$ cat config.mk
export PLATFORM = sky130hd
export DESIGN_NAME = loop3_result_drain
export DESIGN_NICKNAME = d
export VERILOG_FILES = /design/src/rtl/loop3_result_drain.sv
export SDC_FILE = /design/constraint.sdc
export NUM_CORES = 2
export LEC_CHECK = 0
export CORE_MARGIN = 4
export CORE_UTILIZATION = 30
export CTS_BUF_LIST = sky130_fd_sc_hd__clkbuf_16
export DETAILED_ROUTE_END_ITERATION = 10
export SLEW_MARGIN = 20
export SYNTH_ARGS = -nofsm -noshare
export SYNTH_HDL_FRONTEND = slang
export SYNTH_SLANG_ARGS = --single-unit
$ cat constraint.sdc
create_clock -name clk -period 96.6 [get_ports clk]
set_input_delay 24.15 -clock clk [delete_from_list [all_inputs] [get_ports clk]]
set_output_delay 24.15 -clock clk [all_outputs]
set_load 0.05 [all_outputs]
$ cat src/rtl/loop3_result_drain.sv
// Result drain: captures 64x16b accumulator vectors into a two-slot buffer
// and streams them out as 16 beats of 4 lanes with optional ReLU.
module loop3_result_drain #(
    parameter bit RELU_EN = 1'b0
) (
    input  logic          clk,
    input  logic          rst,
    input  logic          loop3_regdata_v,
    input  logic [1023:0] loop3_regdata_w,
    output logic          halt,
    output logic          out_v,
    input  logic          out_ready,
    output logic [63:0]   out_data,
    output logic          out_last,
    output logic [15:0]   frame_cnt
);

    logic          act_full;
    logic          pend_full;
    logic [1023:0] act_buf;
    logic [1023:0] pend_buf;
    logic [3:0]    beat_cnt;

    logic fire;
    logic last_fire;
    logic accept;
    logic act_free;
    logic load_act_pend;
    logic load_act_in;
    logic load_pend;

    assign fire      = act_full & out_ready;
    assign last_fire = fire & (beat_cnt == 4'hF);
    assign accept    = loop3_regdata_v & ~pend_full;
    assign act_free  = ~act_full | last_fire;

    // Pending always has priority for the active slot; halt keeps
    // accept and pending-move mutually exclusive.
    assign load_act_pend = act_free & pend_full;
    assign load_act_in   = act_free & ~pend_full & accept;
    assign load_pend     = ~act_free & accept;

    always_ff @(posedge clk) begin
        if (rst) begin
            act_full  <= 1'b0;
            pend_full <= 1'b0;
            beat_cnt  <= 4'd0;
            frame_cnt <= 16'd0;
        end else begin
            if (fire)
                beat_cnt <= beat_cnt + 4'd1;
            if (last_fire)
                frame_cnt <= frame_cnt + 16'd1;
            if (act_free)
                act_full <= load_act_pend | load_act_in;
            if (load_act_pend)
                pend_full <= 1'b0;
            else if (load_pend)
                pend_full <= 1'b1;
        end
    end

    always_ff @(posedge clk) begin
        if (load_act_pend)
            act_buf <= pend_buf;
        else if (load_act_in)
            act_buf <= loop3_regdata_w;
        if (load_pend)
            pend_buf <= loop3_regdata_w;
    end

    logic [63:0] beat_raw;

    assign beat_raw = act_buf[{beat_cnt, 6'd0} +: 64];

    always_comb begin
        out_data = '0;
        if (act_full) begin
            for (int j = 0; j < 4; j++) begin
                if (RELU_EN && beat_raw[16*j+15])
                    out_data[16*j +: 16] = 16'h0000;
                else
                    out_data[16*j +: 16] = beat_raw[16*j +: 16];
            end
        end
    end

    assign out_last = act_full & (beat_cnt == 4'hF);
    assign out_v    = act_full;
    assign halt     = pend_full;

endmodule
==> reports/metrics.yaml <==
p_comb_share_pct: 7.9
total_power_mw: 2.060
synth_fp_nets: 4813
ys_types: 41
reg2reg_depth: 9
multi_input_area_um2: 19130
hold_depth: 1
grt_first_pass_wirelength_um: 334100
final_cells: 8808
final_nets: 6009
tightestPinTransition_ns: 1.271
routabilityCongestion: 0.8004
cts_tree: "built"
clock_skew_ns: 0.05505
seq_power_share_pct: 51.7
syn_area_um2: 82420
fin_ws_ns: 67.35
endpoint_kind: "output port"
die_area_um2: 283200
die_x_um: 532.1
drt_iter0_drc: 3608
rows: 192
placedCellCount: 8338
h-tree-depth: 4
p_clk_share_pct: 40.4
p_switching_mw: 0.4571
vias_per_cell: 4.797
rsz0062_at_grt: "false"
max_cap_viol_count: 0
slew_headroom_pct: 15.24
critPathKind: "flip-flop to output port"
track_usage_pct: 16.30
ys_ff_latch: 2070
layout.cells.most_common: "edfxtp_1"
dr_total_vias: 42250
antenna_found_initial: 165
status: "finished, final reports clean"
coreArea_um2: 273600
sw_frac_of_total_pct: 22.19
finalSetupViolations: 0
numPortBuffers: 1110
worstPathRequired_ns: 72.45
fill_cells: 24670
yosysWarnings: 0
ant_nets: 0
die_h_um: 532.1
gr-total-overflow: 0
hold_class: "flip-flop to flip-flop"
synth.avg_cell_area_um2: 21.79
vdd_ir_drop_max_uv: 15.16
firstDrtPassIters: 5
syn_to_final_growth_pct: 26.80
pre_cts_ws_ns: 67.00
cts_hold_buf: 0
drcViolationCount: 0
cts_buffer_depth: 4
p_per_area_nw_per_um2: 19.71
wl_per_cell_um: 27.23
fmax_mhz: 34.19
min_period_ns: 29.25
critical_path_peak_fanout: 53
clkLatencyLatePin_ns: 0.89
clk_pin_slew_ns: 0.06
p_int_mw: 1.603
syn_inst: 3783
routed_wl_um: 239900
cts.sinks: 2070
regArea_um2: 61950
yosysSeqAreaShare_pct: 75.15
grt_pass1_vias: 43790
initial_utilization_pct: 30.12
ctsRootBufferMaster: "clkbuf_16"
synthFlopType: "edfxtp_1"
post_cts_resized: 0
dp_hpwl_um: 169100
p_leak_nw: 33.47
async_reset_ff_share_pct: 0
io_pins: 1111
tns_ns: 0
synth-edff-count: 2048
crit_arrival_ns: 5.10
grt_max_degree: 172
numCtsBuffers: 228
maxSlewViolCount: 0
crit_path_start_kind: "flip-flop"
finalCritPeriodShare_pct: 30.28
finalHoldViolCount: 0
layout_common_cells: "edfxtp_1 (2,048), clkdlybuf4s50_1 (1,110), mux2_2 (721)"
final_layout_size_suffix_gt1_share_pct: 26.40
post_cts_buffers: 0
sequential cells by signal (all words and copies together), names as in the netlist:
signal / flops
frame_cnt: 16
beat_cnt: 4
halt: 1
pend_buf: 1024
act_buf: 1024
out_v: 1
cell type report:
class,count,share of cell area (%)
diodes,57,0.1365
flip-flops and latches,2070,59.28
repair buffers,1170,11.15
clock inverters,184,1.334
inverters,6,0.02155
well taps,3589,4.297
multi-input cells,1503,18.30
clock buffers,229,5.483
kinds of logic (layout without fill, tap and decap cells):
kind of cell	after synthesis	after routing	synth area share, %
xor+xnor	12	12	0.1275
buf+inv	210	1589	1.690
flops	2070	2070	75.15
fa+ha+maj	2	2	0.03036
simple gates	65	65	0.4266
compound gates	142	142	1.558
other cells	0	57	0
mux	1282	1282	21.01
power by group through the flow:
stage	logic (mW)	registers, mW	clock network, mW
detailed placement	0.166	1.08	0
global route	0.175	1.07	0.894
global placement	0.164	1.08	0
finish	0.164	1.06	0.832
CTS	0.167	1.07	0.856
floorplan	0.0831	1.14	0
metal layers:
metal | vias to the layer above | GRT usage [%] | share of wire, %
met2 | 1541 | 26.13 | 47
met5 | - | 0 | 0.32
met1 | 21920 | 20.86 | 41
li1 | 18200 | - | -
met4 | 122 | 4.770 | 2.6
met3 | 465 | 5.655 | 9.5
worst max-delay path: stages (launching register included):
cell and delay (ns):
dfxtp_4 0.74, buf_4 0.81, buf_4 0.69, mux4_2 0.43, a22o_1 0.28, a221o_1 0.33
clkdlybuf4s50_1 0.75
per-stage QoR:
stage               hold slack [ns]  cell area [um^2]  util [%]
floorplan                    0.5083             82420         -
global placement             0.5021             97240     35.54
detailed placement           0.5170             97240     35.54
CTS                          0.5140            104400     38.14
global route                 0.5281            104400     38.16
finish                       0.5033            104500     38.19
cells in the mapped netlist (2+ instances only):
master / instances / area share (%)
nand3_1: 9 / 0.055
a22o_1: 64 / 0.68
a21oi_1: 6 / 0.036
xnor2_1: 9 / 0.096
nor4_1: 3 / 0.023
buf_4: 63 / 0.57
nor2b_1: 2 / 0.015
or3_1: 2 / 0.015
buf_8: 2 / 0.036
mux2_2: 721 / 9.9
a221o_1: 64 / 0.78
mux2_1: 305 / 4.2
buf_2: 42 / 0.26
and3_1: 2 / 0.015
edfxtp_1: 2048 / 75
nand4_1: 4 / 0.030
o21ai_0: 4 / 0.024
clkbuf_1: 44 / 0.20
xor2_1: 3 / 0.032
nor2_1: 20 / 0.091
nor3_1: 6 / 0.036
nor3b_1: 2 / 0.018
buf_6: 39 / 0.53
dfxtp_1: 22 / 0.53
buf_1: 14 / 0.064
mux4_2: 256 / 7.0
nand2_1: 7 / 0.032
inv_1: 6 / 0.027
ha_1: 2 / 0.030
path summary, 6_finish.rpt:
path	startpoint	endpoint	slack [ns]
min reg2reg	pend_buf[527]	act_buf[527]	0.50
min	pend_buf[527]	act_buf[527]	0.50
max reg2reg	beat_cnt[0]	act_buf[426]	90.04
max	beat_cnt[2]	out_data[46]	67.35
No activity file was read; power rests on OpenSTA's default activity.
